### src/rtl/rand_range_gen.sv
// Uniform random value in [lo, hi] via masked rejection over lfsr113 words; 3..2+MAX_TRIES cycles req->valid.
// No backpressure: req is sampled only in IDLE, ignored (not queued) while busy.
module rand_range_gen #(
  parameter int WIDTH     = 12,
  parameter int MAX_TRIES = 8
) (
  input  logic             clk,
  input  logic             reset,
  input  logic [31:0]      prng_in,
  output logic             prng_enable,
  input  logic             req,
  input  logic [WIDTH-1:0] lo,
  input  logic [WIDTH-1:0] hi,
  output logic [WIDTH-1:0] value,
  output logic             valid,
  output logic             busy
);

  typedef enum logic [1:0] {IDLE, LOAD, DRAW, DONE} state_t;

  localparam logic [7:0]       LAST_TRY = 8'(MAX_TRIES - 1);
  localparam logic [WIDTH-1:0] ONE_W    = WIDTH'(1);

  state_t           state_q, state_d;
  logic [WIDTH-1:0] lo_q, lo_d;
  logic [WIDTH-1:0] hi_q, hi_d;
  logic [WIDTH-1:0] span_q, span_d;
  logic [WIDTH-1:0] mask_q, mask_d;
  logic [7:0]       tries_q, tries_d;
  logic [WIDTH-1:0] value_q, value_d;
  logic             valid_q, valid_d;
  logic             busy_q, busy_d;
  logic             en_q, en_d;

  logic [WIDTH-1:0] span_calc;
  logic [WIDTH-1:0] mask_calc;
  logic [WIDTH-1:0] cand;

  always_comb begin
    state_d = state_q;
    lo_d    = lo_q;
    hi_d    = hi_q;
    span_d  = span_q;
    mask_d  = mask_q;
    tries_d = tries_q;
    value_d = value_q;
    en_d    = en_q;

    span_calc = (hi_q < lo_q) ? '0 : (hi_q - lo_q);
    // Smear the top set bit downward to get the smallest all-ones mask covering span.
    mask_calc = span_calc;
    for (int i = 1; i < WIDTH; i++) begin
      mask_calc = mask_calc | (mask_calc >> i);
    end
    cand = prng_in[31:32-WIDTH] & mask_q;

    case (state_q)
      IDLE: begin
        if (req) begin
          lo_d    = lo;
          hi_d    = hi;
          tries_d = '0;
          en_d    = 1'b1;
          state_d = LOAD;
        end
      end
      LOAD: begin
        span_d  = span_calc;
        mask_d  = mask_calc;
        state_d = DRAW;
      end
      DRAW: begin
        if (cand <= span_q) begin
          value_d = lo_q + cand;
          state_d = DONE;
        end else if (tries_q == LAST_TRY) begin
          // Out-of-range candidates lie in (span, 2*span+1], so folding lands inside the range.
          value_d = lo_q + (cand - span_q - ONE_W);
          state_d = DONE;
        end else begin
          tries_d = tries_q + 8'd1;
        end
      end
      DONE: begin
        state_d = IDLE;
      end
      default: begin
        state_d = IDLE;
      end
    endcase

    valid_d = (state_d == DONE);
    busy_d  = (state_d != IDLE);
  end

  always_ff @(posedge clk or posedge reset) begin
    if (reset) begin
      state_q <= IDLE;
      lo_q    <= '0;
      hi_q    <= '0;
      span_q  <= '0;
      mask_q  <= '0;
      tries_q <= '0;
      value_q <= '0;
      valid_q <= 1'b0;
      busy_q  <= 1'b0;
      en_q    <= 1'b0;
    end else begin
      state_q <= state_d;
      lo_q    <= lo_d;
      hi_q    <= hi_d;
      span_q  <= span_d;
      mask_q  <= mask_d;
      tries_q <= tries_d;
      value_q <= value_d;
      valid_q <= valid_d;
      busy_q  <= busy_d;
      en_q    <= en_d;
    end
  end

  assign value       = value_q;
  assign valid       = valid_q;
  assign busy        = busy_q;
  assign prng_enable = en_q;

endmodule

### config.mk
export PLATFORM = sky130hd
export DESIGN_NAME = rand_range_gen
export DESIGN_NICKNAME = d
export VERILOG_FILES = /design/src/rtl/rand_range_gen.sv
export SDC_FILE = /design/constraint.sdc
export NUM_CORES = 1
export LEC_CHECK = 0
export CAP_MARGIN = 25
export CORE_MARGIN = 5
export CORE_UTILIZATION = 50
export DETAILED_ROUTE_END_ITERATION = 12
export GPL_TIMING_DRIVEN = 0
export PLACE_DENSITY = 0.79
export SETUP_SLACK_MARGIN = 0.1
export SYNTH_ARGS = -nofsm -noshare
export SYNTH_HDL_FRONTEND = slang
export SYNTH_SLANG_ARGS = --single-unit
### constraint.sdc
create_clock -name clk -period 2.7 [get_ports clk]
set_input_delay 0.405 -clock clk [delete_from_list [all_inputs] [get_ports clk]]
set_output_delay 0.405 -clock clk [all_outputs]
set_load 0.05 [all_outputs]
==> impl_metrics.py, run 1 <==
metrics = {
    "place": {
        "dpl_worst_slack_ns": -0.761,
        "port_buffers": 53,
        "gp_congestion": 0.814,
        "dp_hpwl_mm": 9.86,
        "placedCellCount": 755,
    },
    "sta": {
        "slew_viol_final": 0,
        "grt_setup_unrepaired": "true",
        "setup_violations": 13,
        "hold_viol": 0,
        "clock.fmax_ghz": 0.325,
        "fin_crit_sh_pct": 114,
        "worst_slack_ns": -0.373,
        "whs_ns": 0.482,
        "fin_skew_ns": 0.00704,
        "maxSlewHeadroom_pct": 43.2,
        "min_period_ns": 3.07,
        "tightest_slew_ns": 0.851,
    },
    "floorplan": {
        "die_h_um": 112,
        "fp.dieW_um": 112,
        "dieArea_sq_um": 12500,
        "fp-row-count": 37,
        "start_util_pct": 50.6,
        "io-pin-count": 74,
        "core-area_sq_um": 10200,
    },
    "synthesis": {
        "synth_cell_type_count": 48,
        "synth_top_area_share_pct": 34.8,
        "synthFlopType": "dfrtp_1",
        "yosysTopAreaCell": "dfrtp_1",
        "syn_inst": 566,
        "syn_nets": 687,
        "seq_area_frac_synth_pct": 34.8,
        "yosys_warnings": 0,
        "synth_area_sq_um": 5180,
        "ys_async_sr_fraction_pct": 100,
        "synth.avg_cell_area_sq_um": 9.15,
        "synth-seq-cells": 72,
        "synth_edf_count": 0,
        "synthTopCellsByArea": "dfrtp_1, ha_1, mux2_2",
    },
    "drt": {
        "wl_per_cell_um": 17.4,
        "postRouteAntennaNets": 0,
        "m1WireLength_mm": 5.62,
        "drc": 0,
        "highest_layer": "met4",
        "met3_wirelength_um": 677,
        "met2_length_mm": 7.19,
        "avgViaCountPerCell": 5.73,
        "drt_iter0_markers": 208,
        "wl_mm": 14.0,
        "drtPass1Iterations": 5,
        "vias": 4617,
    },
    "global_routing": {
        "grt_pass1_wl_mm": 21.6,
        "antenna_found_initial": 0,
        "track_usage_pct": 21.0,
        "first_global_vias": 4732,
        "grt_max_degree": 73,
        "overflow": 0,
    },
    "finish": {
        "final_util_pct": 66.8,
        "nFillCells": 757,
        "fin_nets": 786,
        "syn_to_final_growth_pct": 32.0,
        "final_cell_mix": "dfrtp_1, inv_1, nor2_1, clkdlybuf4s50_1, nand2_1",
        "n_antenna_cell": 0,
        "drive_above_1_share_pct": 25.2,
        "stdcell_count": 806,
        "final_common_cell": "dfrtp_1",
    },
    "cts": {
        "htree_num_levels": 3,
        "tritoncts": "done",
        "cts_sinks": 72,
        "cts.reportedPaths.clkPinSlew_ns": 0.08,
        "ctsHoldBuffers": 0,
        "clockRootBuffer": "clkbuf_8",
        "worstSkewPairLatency_ns": 0.36,
        "cts_inserted_buffers": 9,
        "clock_path_buffers": 2,
    },
    "worst_setup_path": {
        "cp-start-kind": "register",
        "required_ns": 2.91,
        "cp-end-kind": "register",
        "crit_arrival_ns": 3.29,
        "worstPathMaxFanout": 4,
        "worst-setup-path-type": "reg -> reg",
    },
    "hold_path": {
        "holdCritPathClass": "reg -> reg",
    },
    "run_status": {
        "violations": "setup timing",
        "status": "finished with violations",
    },
    "job": {
        "max_cap_violations": 0,
    },
}
synthesized netlist by cell type (2+ instances only):
cell      number
dfrtp_1       72
inv_1         67
nand2_1       54
ha_1          48
nor2_1        45
o21ai_0       39
a21oi_1       27
mux2_2        26
xnor2_1       22
clkbuf_1      14
fa_1          14
nor3_1        14
a21o_1         9
a31oi_1        9
nor2b_1        9
nand2b_1       8
nand3_1        6
nand4_1        6
o21a_1         6
o31ai_1        6
xor2_1         6
and3_1         5
mux2i_1        5
o21bai_1       5
o22ai_1        5
or3_1          4
a21boi_0       3
nor4_1         3
o41ai_1        3
or2_2          3
or4_1          3
a41oi_1        2
and2_1         2
o211ai_1       2
timing repair:
item	4_1_cts	5_1_grt
buffers inserted	22	14
resized for setup	60	62
pin swaps	38	33
endpoints found under the setup margin	41	33
cloned	0	0
sequential cells by signal (all words and copies together), names as in the netlist:
name         cells
busy             1
hi_q            12
lo_q            12
mask_q          11
prng_enable      1
span_q          12
state_q          2
tries_q          8
valid            1
value           12
cell type report:
class                      instances  area, sq um  share of cell area, %
multi-input combinational        413         3470                   50.8
clock inverter                     5          103                   1.50
timing repair buffer              89          808                   11.8
tap                              136          170                   2.49
clock buffer                      11          151                   2.21
inverter                          67          254                   3.71
sequential                        72         1800                   26.4
buffer                            13         75.1                   1.10
stage by stage:
step           cell area (sq um)  setup TNS [ns]
6_report                    6840           -3.00
5_1_grt                     6840           -4.58
4_1_cts                     6470           -1.83
3_5_place_dp                5900          -17.68
3_3_place_gp                5890          -60.07
2_1_floorplan               5190         -0.0870
path summary, 6_finish.rpt:
kind,from,endpoint,slack [ns],cells after the start
min reg2reg,value[5]$_DFFE_PP0P_,value[5]$_DFFE_PP0P_,0.48,2
min,value[5]$_DFFE_PP0P_,value[5]$_DFFE_PP0P_,0.48,2
max in group asynchronous,reset,lo_q[0]$_DFFE_PP0P_,1.51,2
min in group asynchronous,reset,lo_q[8]$_DFFE_PP0P_,0.58,2
max reg2reg,lo_q[4]$_DFFE_PP0P_,mask_q[7]$_DFFE_PP0N_,-0.37,11
max,lo_q[4]$_DFFE_PP0P_,mask_q[7]$_DFFE_PP0N_,-0.37,11
logic make-up (layout without fill, tap and decap cells):
family / after synthesis / after routing / share of synthesized area, %
flops: 72 / 72 / 34.8
simple gates: 162 / 162 / 14.4
compound gates: 130 / 130 / 16.6
xor+xnor: 28 / 28 / 4.74
mux: 31 / 31 / 6.62
buf+inv: 81 / 185 / 5.87
fa+ha+maj: 62 / 62 / 17.0
metal layers:
metal  GRT usage, %  up-vias
li1               -     2153
met1           24.3     2277
met2           37.1      149
met3           4.84       38
met4           9.25        0
met5              0        -
critical path, cell delays in order (launching register included):
cell and delay, ns:
dfrtp_1 0.41, inv_1 0.12, ha_1 0.37, nand2_1 0.07, a211oi_1 0.34, o31a_1 0.29, a31oi_4 0.13, o211a_1 0.29
a2111oi_4 0.39, buf_4 0.19, nor2b_4 0.20, a31oi_1 0.11
Power of run 1 is not shown: default switching activity piles up to over one toggle a cycle in this logic, so the estimate is an artifact.
==> inputs of run 2 (changes only) <==
CORE_UTILIZATION = 58   (was 50)
CTS_CLUSTER_DIAMETER = 30   (was default)
DONT_BUFFER_PORTS = 1   (was default)
PLACE_DENSITY = 0.78   (was 0.79)
TNS_END_PERCENT = 20   (was default)
==> run 2 against run 1 <==
Against the previous run:
- the run still ends with setup timing left
- cell area shrank 15%
- via count decreased by 8.1%
- register-to-register slack better by 0.08 ns
- worst setup slack improved by 0.083 ns
- die area decreased by 13%
- cell count shrank 13%
- first-iteration DRC count is 6.7% lower
- sequential share of layout area increased by 4.8 points
- largest cell class unchanged
==> impl_metrics.py, run 2 (synthesis gave the netlist of run 1 again) <==
metrics = {
    "worst_setup_path": {
        "critPathSlowestCell": "dfrtp_1",
        "critPathTopFamily": "compound AO/OA/AOI/OAI gates",
        "worst-setup-path-type": "reg -> reg",
        "path_buf_inv": 3,
        "required_ns": 2.93,
        "slowest_delay_ns": 0.38,
        "path_cells": "inv_1, ha_2, inv_2, fa_2, a21o_1, a221oi_4, nor4_2, o21a_1, o211a_1, a2111oi_4, buf_4, o211ai_2, o32a_1",
        "crit_arrival_ns": 3.22,
        "cp-start-kind": "register",
        "cp-end-kind": "register",
        "worstPathMaxFanout": 4,
    },
    "global_routing": {
        "track_usage_pct": 23.7,
        "grt-busiest-layer": "met2",
        "met3_usage_pct": 5.21,
        "antenna_found_initial": 0,
        "gr-usage-met1_pct": 28.8,
        "use_met2_pct": 41.1,
        "first_global_vias": 4365,
        "overflow": 0,
        "grt_max_degree": 73,
        "grt_pass1_wl_mm": 21.2,
    },
    "cts": {
        "cts_inserted_buffers": 9,
        "cts_sinks": 72,
        "cts.reportedPaths.clkPinSlew_ns": 0.08,
        "clock_path_buffers": 2,
        "htree_num_levels": 3,
        "worstSkewPairLatency_ns": 0.35,
        "clockRootBuffer": "clkbuf_8",
        "tritoncts": "done",
    },
    "floorplan": {
        "dieArea_sq_um": 10900,
        "io-pin-count": 74,
        "die_h_um": 104,
        "start_util_pct": 59.4,
        "core-area_sq_um": 8720,
        "fp.dieW_um": 104,
        "fp-row-count": 34,
    },
    "finish": {
        "final_cell_mix": "dfrtp_1, inv_1, nand2_1",
        "nFillCells": 657,
        "fin_nets": 713,
        "syn_to_final_growth_pct": 11.8,
        "final_common_cell": "dfrtp_1",
        "n_antenna_cell": 0,
        "final_util_pct": 66.4,
        "stdcell_count": 705,
        "drive_above_1_share_pct": 17.3,
    },
    "drt": {
        "drt_iter0_markers": 194,
        "postRouteAntennaNets": 0,
        "drtPass1Iterations": 6,
        "avgViaCountPerCell": 6.02,
        "wl_mm": 12.6,
        "vias": 4242,
        "drc": 0,
        "wl_per_cell_um": 17.9,
    },
    "sta": {
        "hold_viol": 0,
        "clock.fmax_ghz": 0.334,
        "setup_tns_ns": -2.30,
        "tightest_slew_ns": 0.865,
        "fin_crit_sh_pct": 111,
        "fin_skew_ns": 0.0128,
        "grt_setup_unrepaired": "true",
        "setup_violations": 14,
        "worst_slack_ns": -0.291,
        "min_period_ns": 2.99,
        "slew_viol_final": 0,
        "maxSlewHeadroom_pct": 42.3,
    },
    "job": {
        "max_cap_violations": 0,
    },
    "run_status": {
        "status": "finished with violations",
        "violations": "setup timing",
    },
    "place": {
        "placedCellCount": 674,
        "dp_hpwl_mm": 9.64,
        "port_buffers": 0,
        "gp_congestion": 0.911,
    },
    "hold_path": {
        "holdCritPathClass": "in -> async",
    },
}
-- run 2: changes by cell type in the layout (fill, tap and decap cells not counted), sizes merged --
cell / change
clkdlybuf4s50: -44
buf: -20
dlymetal6s2s: -5
dlygate4sd2: -4
bufinv: -2
clkbuf: -1
clkinv: +1
clkinvlp: +1
inv: +1
-- run 2: final timing paths --
check	end	start	slack [ns]	depth (start not counted)
worst min-delay path	hi_q[3]$_DFFE_PP0P_	reset	0.11	1
worst max register to register	mask_q[5]$_DFFE_PP0N_	hi_q[0]$_DFFE_PP0P_	-0.29	13
worst max-delay path	mask_q[5]$_DFFE_PP0N_	hi_q[0]$_DFFE_PP0P_	-0.29	13
max in group asynchronous	lo_q[0]$_DFFE_PP0P_	reset	1.99	1
worst min register to register	mask_q[6]$_DFFE_PP0N_	mask_q[6]$_DFFE_PP0N_	0.49	1
min in group clk	hi_q[3]$_DFFE_PP0P_	hi[3]	0.20	1
-- run 2: metal layers --
metal	vias to the layer above	wire length (um)
met1	2063	5090
met5	-	0
li1	2007	-
met3	29	812
met2	143	6400
met4	0	289
-- run 2: final cells by class --
cell class	count	area, sq um	share of cell area (%)
Tap cell	108	135	2.33
Multi-Input combinational cell	413	3200	55.3
Clock inverter	6	67.6	1.17
Inverter	67	254	4.39
Buffer	13	65.1	1.12
Clock buffer	10	138	2.38
Timing Repair Buffer	16	124	2.14
Sequential cell	72	1800	31.1
-- run 2: repair_timing --
action,4_1_cts,5_1_grt
setup buffers,13,3
endpoints found under the setup margin,41,36
hold buffers,0,0
pin swaps,12,8
gates resized for setup,35,19
-- run 2: per-stage QoR --
step | hold slack, ns | setup slack, ns | instance area [sq um]
after floorplan | 0.451 | -0.0880 | 5180
after global placement | 0.462 | -0.612 | 5320
after detailed placement | 0.470 | -0.688 | 5320
after CTS | 0.140 | -0.258 | 5730
after global routing | 0.175 | -0.445 | 5790
final | 0.110 | -0.291 | 5790
Power of run 2 is left out for the same reason.
